===== src/rtl/imm_pkg.sv =====
// ---------------------------------------------------------------------------
// imm_pkg
// Shared constants and helpers for the pipelined immediate extender.
//   - MODE_* : 3-bit extension mode encodings (5..7 are illegal)
//   - IMM_IN_W / ERR_CNT_W / ROT_W : field widths
//   - mode_oh_t / decode_mode() : one-hot pre-decode of the mode field
// ---------------------------------------------------------------------------
package imm_pkg;

    localparam int IMM_IN_W  = 24;
    localparam int ERR_CNT_W = 8;
    localparam int MODE_W    = 3;
    localparam int ROT_W     = 4;

    localparam logic [MODE_W-1:0] MODE_ZX8  = 3'd0;
    localparam logic [MODE_W-1:0] MODE_ZX12 = 3'd1;
    localparam logic [MODE_W-1:0] MODE_BR   = 3'd2;
    localparam logic [MODE_W-1:0] MODE_ROT  = 3'd3;
    localparam logic [MODE_W-1:0] MODE_SX12 = 3'd4;

    typedef struct packed {
        logic ill;
        logic sx12;
        logic rot;
        logic br;
        logic zx12;
        logic zx8;
    } mode_oh_t;

    function automatic mode_oh_t decode_mode(input logic [MODE_W-1:0] mode);
        mode_oh_t oh;
        oh = '0;
        case (mode)
            MODE_ZX8:  oh.zx8  = 1'b1;
            MODE_ZX12: oh.zx12 = 1'b1;
            MODE_BR:   oh.br   = 1'b1;
            MODE_ROT:  oh.rot  = 1'b1;
            MODE_SX12: oh.sx12 = 1'b1;
            default:   oh.ill  = 1'b1;
        endcase
        return oh;
    endfunction

endpackage


===== src/rtl/imm_rotator.sv =====
// ---------------------------------------------------------------------------
// imm_rotator
// Combinational rotate-right of a DATA_W-bit word by 2*rot_i bit positions.
//   data_i : word to rotate
//   rot_i  : rotate amount in units of two bits
//   data_o : rotated word
// ---------------------------------------------------------------------------
module imm_rotator
    import imm_pkg::*;
#(
    parameter int DATA_W = 32
) (
    input  logic [DATA_W-1:0] data_i,
    input  logic [ROT_W-1:0]  rot_i,
    output logic [DATA_W-1:0] data_o
);

    logic [ROT_W:0] sh;

    assign sh = {rot_i, 1'b0};

    // A left shift by DATA_W yields zero, so sh == 0 degenerates to data_i.
    always_comb begin
        data_o = (data_i >> sh) | (data_i << (DATA_W - int'(sh)));
    end

endmodule


===== src/rtl/imm_extend_pipe.sv =====
// ---------------------------------------------------------------------------
// imm_extend_pipe
// Two-stage valid/ready immediate generator for the decode stage.
//   S1 captures the raw immediate, tag, one-hot decoded mode and rotate
//   amount; S2 forms the DATA_W-bit operand and drives the outputs.
// Ports:
//   clk, reset_n          : clock, async active-low reset
//   in_valid/in_ready     : input handshake (in_ready is combinational on
//                           out_ready and flush)
//   in_imm, in_mode,in_tag: raw 24-bit field, extension mode, sideband tag
//   flush                 : synchronous kill of both stages
//   out_valid/out_ready   : output handshake
//   out_imm,out_tag,out_err: extended operand, tag, illegal-mode flag
//   err_count             : saturating count of illegal beats entering S2
// ---------------------------------------------------------------------------
module imm_extend_pipe
    import imm_pkg::*;
#(
    parameter int DATA_W  = 32,
    parameter int SHIFT_B = 2,
    parameter int TAG_W   = 5
) (
    input  logic                 clk,
    input  logic                 reset_n,
    input  logic                 in_valid,
    output logic                 in_ready,
    input  logic [IMM_IN_W-1:0]  in_imm,
    input  logic [MODE_W-1:0]    in_mode,
    input  logic [TAG_W-1:0]     in_tag,
    input  logic                 flush,
    output logic                 out_valid,
    input  logic                 out_ready,
    output logic [DATA_W-1:0]    out_imm,
    output logic [TAG_W-1:0]     out_tag,
    output logic                 out_err,
    output logic [ERR_CNT_W-1:0] err_count
);

    // S1 state
    logic                 s1_v_q, s1_v_d;
    logic [IMM_IN_W-1:0]  s1_imm_q;
    logic [TAG_W-1:0]     s1_tag_q;
    mode_oh_t             s1_oh_q;
    logic [ROT_W-1:0]     s1_rot_q;

    // S2 state
    logic                 s2_v_q, s2_v_d;
    logic [DATA_W-1:0]    out_imm_q;
    logic [TAG_W-1:0]     out_tag_q;
    logic                 out_err_q;
    logic [ERR_CNT_W-1:0] err_cnt_q, err_cnt_d;

    // Handshake
    logic s2_adv, s1_adv, accept, s1_move;

    assign s2_adv   = !s2_v_q || out_ready;
    assign s1_adv   = !s1_v_q || s2_adv;
    assign in_ready = s1_adv && !flush;
    assign accept   = in_valid && in_ready;
    // A beat leaving S1 during a flush is killed, so it never reaches S2
    // and never counts as an error.
    assign s1_move  = s1_v_q && s2_adv && !flush;

    always_comb begin
        s1_v_d = s1_v_q;
        s2_v_d = s2_v_q;
        if (flush) begin
            s1_v_d = 1'b0;
            s2_v_d = 1'b0;
        end else begin
            if (s1_adv) s1_v_d = accept;
            if (s2_adv) s2_v_d = s1_v_q;
        end
    end

    always_comb begin
        err_cnt_d = err_cnt_q;
        if (s1_move && s1_oh_q.ill && (err_cnt_q != {ERR_CNT_W{1'b1}}))
            err_cnt_d = err_cnt_q + 1'b1;
    end

    // S2 datapath
    logic [DATA_W-1:0] br_ext, rot_in, rot_out, imm_res;

    assign br_ext = {{(DATA_W-IMM_IN_W){s1_imm_q[IMM_IN_W-1]}}, s1_imm_q};
    assign rot_in = {{(DATA_W-8){1'b0}}, s1_imm_q[7:0]};

    imm_rotator #(.DATA_W(DATA_W)) u_rot (
        .data_i (rot_in),
        .rot_i  (s1_rot_q),
        .data_o (rot_out)
    );

    always_comb begin
        imm_res = '0;
        if (s1_oh_q.zx8)
            imm_res = {{(DATA_W-8){1'b0}}, s1_imm_q[7:0]};
        else if (s1_oh_q.zx12)
            imm_res = {{(DATA_W-12){1'b0}}, s1_imm_q[11:0]};
        else if (s1_oh_q.br)
            imm_res = br_ext << SHIFT_B;
        else if (s1_oh_q.rot)
            imm_res = rot_out;
        else if (s1_oh_q.sx12)
            imm_res = {{(DATA_W-12){s1_imm_q[11]}}, s1_imm_q[11:0]};
    end

    always_ff @(posedge clk or negedge reset_n) begin
        if (!reset_n) begin
            s1_v_q    <= 1'b0;
            s1_imm_q  <= '0;
            s1_tag_q  <= '0;
            s1_oh_q   <= '0;
            s1_rot_q  <= '0;
            s2_v_q    <= 1'b0;
            out_imm_q <= '0;
            out_tag_q <= '0;
            out_err_q <= 1'b0;
            err_cnt_q <= '0;
        end else begin
            s1_v_q    <= s1_v_d;
            s2_v_q    <= s2_v_d;
            err_cnt_q <= err_cnt_d;
            if (accept) begin
                s1_imm_q <= in_imm;
                s1_tag_q <= in_tag;
                s1_oh_q  <= decode_mode(in_mode);
                s1_rot_q <= in_imm[11:8];
            end
            if (s1_move) begin
                out_imm_q <= imm_res;
                out_tag_q <= s1_tag_q;
                out_err_q <= s1_oh_q.ill;
            end
        end
    end

    assign out_valid = s2_v_q;
    assign out_imm   = out_imm_q;
    assign out_tag   = out_tag_q;
    assign out_err   = out_err_q;
    assign err_count = err_cnt_q;

endmodule


===== config.mk =====
export PLATFORM = sky130hd
export DESIGN_NAME = imm_extend_pipe
export DESIGN_NICKNAME = d
export VERILOG_FILES = /design/src/rtl/imm_pkg.sv /design/src/rtl/imm_rotator.sv /design/src/rtl/imm_extend_pipe.sv
export SDC_FILE = /design/constraint.sdc
export NUM_CORES = 1
export LEC_CHECK = 0
export BUFFER_PORTS_ARGS = -buffer_cell sky130_fd_sc_hd__buf_2
export CORE_MARGIN = 10
export CORE_UTILIZATION = 50
export CTS_BUF_LIST = sky130_fd_sc_hd__clkbuf_8
export CTS_CLUSTER_SIZE = 25
export DETAILED_ROUTE_END_ITERATION = 8
export PLACE_DENSITY = 0.73
export SYNTH_ARGS = -nofsm -noshare
export SYNTH_HDL_FRONTEND = slang
export SYNTH_SLANG_ARGS = --single-unit
export TNS_END_PERCENT = 100

===== constraint.sdc =====
create_clock -name clk -period 3.3 [get_ports clk]
set_input_delay 0.495 -clock clk [delete_from_list [all_inputs] [get_ports clk]]
set_output_delay 0.495 -clock clk [all_outputs]
set_load 0.03 [all_outputs]

==> results by stage <==
Flow run:
- The tool flagged a number of max-cap violations equal to 0.

Logic synthesis:
- Ranked by instance count, the synthesized netlist is headed by sky130_fd_sc_hd__dfrtp_1 (83), sky130_fd_sc_hd__nand2_1 (57), sky130_fd_sc_hd__a21oi_1 (36), sky130_fd_sc_hd__o21ai_0 (35), sky130_fd_sc_hd__mux2_2 (33).
- After synthesis the cells add up to ~0.0045 mm^2.
- Counting flops and latches in the post-synthesis netlist gives a little over 80.
- Counting flops with a built-in enable in the synthesized netlist gives 0.
- Averaged over all synthesized cells, the footprint is 9.48 um^2.
- The number of unique standard cell types used by synthesis is 56.
- sky130_fd_sc_hd__dfrtp_1 takes more of the synthesized area than any other cell.
- The net count of the mapped netlist is ~500.
- The area share of the leading cell type in the synthesized netlist is between 40% and 50%.
- Yosys attributes the largest share of cell area to sky130_fd_sc_hd__dfrtp_1 (46%), sky130_fd_sc_hd__mux2_2 (8.3%), sky130_fd_sc_hd__nand2_1 (4.8%), sky130_fd_sc_hd__a21oi_1 (4.0%), sky130_fd_sc_hd__o21ai_0 (3.9%).
- The library cell with the highest instance count after synthesis is sky130_fd_sc_hd__dfrtp_1.
- The share of flip-flops with an asynchronous set or reset after synthesis is 100%.
- After technology mapping, the gate count stands at around 480.
- In the synthesized netlist the dominant register cell turns out to be sky130_fd_sc_hd__dfrtp_1.
- During synthesis, Yosys emitted a total of 0 warnings.
- After synthesis, flip-flops and latches occupy 46.1% of the total area.

Clock network:
- The CTS clock-pin slew for the worst setup and hold paths is about 0.09 ns.
- The CTS tree is done.
- Post-CTS timing repair inserted 0 buffers for setup.
- Clock tree synthesis found a total of 83 sinks.
- The number of levels the H-tree was split into is 3.
- Counting the buffers created by CTS gives 9.
- The clock passes through at most 2 buffers.
- The hold buffer count at cts is 0.
- The clock reaches the later pin of the worst-skew pair after between 0.3 and 0.4 ns.
- The number of cells upsized or downsized after cts is 0.
- The clock tree root driver cell is sky130_fd_sc_hd__clkbuf_8.

Timing:
- The worst max-slew margin expressed relative to the limit is 29.6%.
- The number of failing hold endpoints at the final stage is 0.
- Of the available clock period, the critical path in the final layout requires about three quarters.
- The clock arrives with about 0.018 ns of skew.
- The number of max-slew violations in the final report is 0.
- Setup repair after global routing left no endpoint under its margin.
- Setup violations remaining at the end of the flow were counted as 0.
- Static timing analysis puts the maximum clock frequency at 0.400 GHz.
- Setup slack closes at roughly 0.80 ns.
- After layout, the minimum clock period comes to approximately 2.5 ns.
- The post-route setup TNS is 0 ns.
- The transition time at the pin with the least slew margin is ~1.1 ns.

Setup path:
- The signal on the critical path passes through inv_1 > ha_1 > mux2i_1 > nor3_1 > a211oi_1 > o21a_1 > o21ai_0.
- The data required time of the worst path is 3.54 ns.
- The cell at the slowest stage of the critical path is sky130_fd_sc_hd__ha_1.
- Together, buffers and inverters on the worst path number 1.
- In this run the worst path has a maximum fanout of 20.
- Across all register-to-register paths, the minimum setup slack is about 0.8 ns.
- The worst setup path is captured at a flip-flop.
- The cell depth of the worst flop-to-flop path is 7.
- The element type at the critical path start is a flip-flop.
- The path type of the worst setup path is flip-flop to flip-flop.
- The startpoint identified for the worst register-to-register timing path is s1_imm_q[9]$_DFFE_PN0P_.
- STA puts the critical path data arrival time at 2.74 ns.
- For this run, the slowest stage of the critical path takes ~0.72 ns.
- In this design, the largest share of critical-path delay is due to compound AO/OA/AOI/OAI gates.
- The endpoint identified for the worst register-to-register timing path is out_imm[24]$_DFFE_PN0P_.

Global routing:
- Entering global routing, the biggest net connects 84 pins.
- The overall global routing resource usage is around a fifth.
- The residual overflow from global routing is 0.
- The number of global-route vias before repair came to 4,017.
- The number of antenna violations at the first check in global routing was 0.
- The first global-routing pass estimated 22,500 um of wire.

Layout:
- The post-route cell area is roughly 0.0052 mm^2.
- The area added between synthesis and finish is 16.3%.
- The net count reported at finish is between 500 and 600.
- For this run, the share of the core covered by cells in the final layout is between 50% and 60%.
- Of the cells placed in the final design, the portion with a size suffix greater than 1 is roughly 28%.
- The number of antenna cells inserted is 0.

Place:
- The worst setup slack after placement is approximately 0.90 ns.
- The cell area reported after detailed placement is between 0.005 and 0.006 mm^2.
- The routability congestion estimate from global placement is 0.922.
- In this run the tool buffered the top-level ports with 84 buffer cells.
- The sum of net half-perimeters after detailed placement is between 10,000 and 15,000 um.

Routing:
- Before antenna repair, the detailed router went through 5 iterations.
- The per-cell via count in the routed design is 6.12.
- The residual antenna-violating net count after detailed routing is 0.
- The number of vias after detailed routing is ~4.0k.
- After detailed routing, the number of remaining DRC violations is 0.
- The mean routed wirelength per cell is 21.5 um.
- For this block, the routed nets add up to between 10,000 and 15,000 um of wire.
- The DRC marker count from the first detailed-route iteration is 469.

Power:
- The leakage power is around 0.0024 uW.
- The worst-case IR drop observed on VDD is approximately 0.00035 V.
- Dividing total power by cell area gives a power density of between 600 and 700 mW/mm^2.
- The overall power consumption is approximately 3300 uW.

Hold path:
- The class of the most critical hold timing path is primary input to asynchronous set/reset pin.

Run status:
- The run finished with clean final reports.

Floorplanning:
- The area inside the core boundary is 0.00876 mm^2.
- The die is 115 um wide.
- The die area is between 0.01 and 0.015 mm^2.
- In this run the vertical extent of the chip is approximately 110 um.
- Once the floorplan was initialized, standard cells occupied between 50% and 60% of the core.
- After floorplanning, the core was divided into 34 placement rows.
- 85 I/O pins were placed.
-- worst register-to-register path: cells and delay by family, from the launching register on --
| family | cells | cell delay [ns] |
|---|---|---|
| AOI/OAI and AO/OA | 3 | 0.73 |
| muxes | 1 | 0.39 |
| buffers and inverters | 1 | 0.10 |
| adders and majority gates | 1 | 0.72 |
| and+or+nand+nor | 1 | 0.08 |
| DFF | 1 | 0.37 |
-- metal layers --
metal / part of all wire (%) / global-route usage, %
met1: 44 / 29.4
met3: 8.4 / 4.79
met2: 45 / 31.8
met5: 0 / 0
met4: 2.7 / 8.09
-- state kept, by name, indices dropped and copies added, names as in the netlist --
name	cells
out_imm	32
s1_imm_q	24
err_count	8
s1_oh_q	6
out_tag	5
s1_tag_q	5
out_err	1
out_valid	1
s1_v_q	1
-- where the power goes --
group | total (uW) | internal, uW | switching [uW]
logic | 1150 | 397 | 751
clock network | 839 | 435 | 404
registers | 1360 | 1180 | 173
total | 3340 | 2020 | 1330
-- cells by family (layout without fill, tap and decap cells) --
logic type	Yosys count	after routing	share of synthesized area, %
AND/OR/NAND/NOR	147	147	15.4
AO/OA/AOI/OAI	139	139	20.5
flip-flops	83	83	46.1
buffers and inverters	48	125	4.28
multiplexers	47	47	11.4
XOR/XNOR	9	9	1.75
adder cells (fa/ha/maj)	2	2	0.556
-- how the worst max path moves through the flow --
stage	start	to	slack [ns]	cells past startpoint
floorplan	s1_imm_q[9]$_DFFE_PN0P_	out_imm[20]$_DFFE_PN0P_	0.52	11
global placement	s1_imm_q[8]$_DFFE_PN0P_	out_imm[21]$_DFFE_PN0P_	0.92	7
detailed placement	s1_imm_q[8]$_DFFE_PN0P_	out_imm[21]$_DFFE_PN0P_	0.90	7
CTS	s1_imm_q[8]$_DFFE_PN0P_	out_imm[11]$_DFFE_PN0P_	0.86	7
global route	s1_imm_q[8]$_DFFE_PN0P_	out_imm[11]$_DFFE_PN0P_	0.57	7
finish	s1_imm_q[9]$_DFFE_PN0P_	out_imm[24]$_DFFE_PN0P_	0.80	7
-- stage by stage --
step	hold WS, ns	instances
2_1_floorplan	0.199	475
3_3_place_gp	0.442	644
3_5_place_dp	0.456	644
4_1_cts	0.323	660
5_1_grt	0.332	660
6_report	0.289	660
-- layout by cell type (no fill, tap or decap), types with 3 or more instances in the layout --
cell type,count
sky130_fd_sc_hd__o41ai_1,4
sky130_fd_sc_hd__nand3_1,13
sky130_fd_sc_hd__nand2_1,57
sky130_fd_sc_hd__xnor2_1,5
sky130_fd_sc_hd__o31ai_1,4
sky130_fd_sc_hd__o21ai_0,35
sky130_fd_sc_hd__a41oi_1,3
sky130_fd_sc_hd__nor2b_1,3
sky130_fd_sc_hd__mux2_2,33
sky130_fd_sc_hd__buf_4,15
sky130_fd_sc_hd__a22oi_1,7
sky130_fd_sc_hd__a211oi_1,3
sky130_fd_sc_hd__o22ai_1,3
sky130_fd_sc_hd__xor2_1,4
sky130_fd_sc_hd__nor3_1,14
sky130_fd_sc_hd__a21oi_1,36
sky130_fd_sc_hd__a221o_1,10
sky130_fd_sc_hd__dfrtp_1,83
sky130_fd_sc_hd__nand4_1,4
sky130_fd_sc_hd__a31oi_1,5
sky130_fd_sc_hd__and3_1,3
sky130_fd_sc_hd__buf_2,83
sky130_fd_sc_hd__inv_1,11
sky130_fd_sc_hd__nor2_1,27
sky130_fd_sc_hd__mux2i_1,14
sky130_fd_sc_hd__nand2b_1,11
sky130_fd_sc_hd__clkbuf_8,9
sky130_fd_sc_hd__nand3b_1,3
-- area by class of cell --
class	instances	area [um^2]
multi-input combinational	344	2230
clock buffer	9	124
sequential	83	2080
inverter	11	41.3
timing repair buffer	98	528
clock inverter	7	98.8
fill	810	3530
tap	108	135
(Power assumes the default switching activity.)
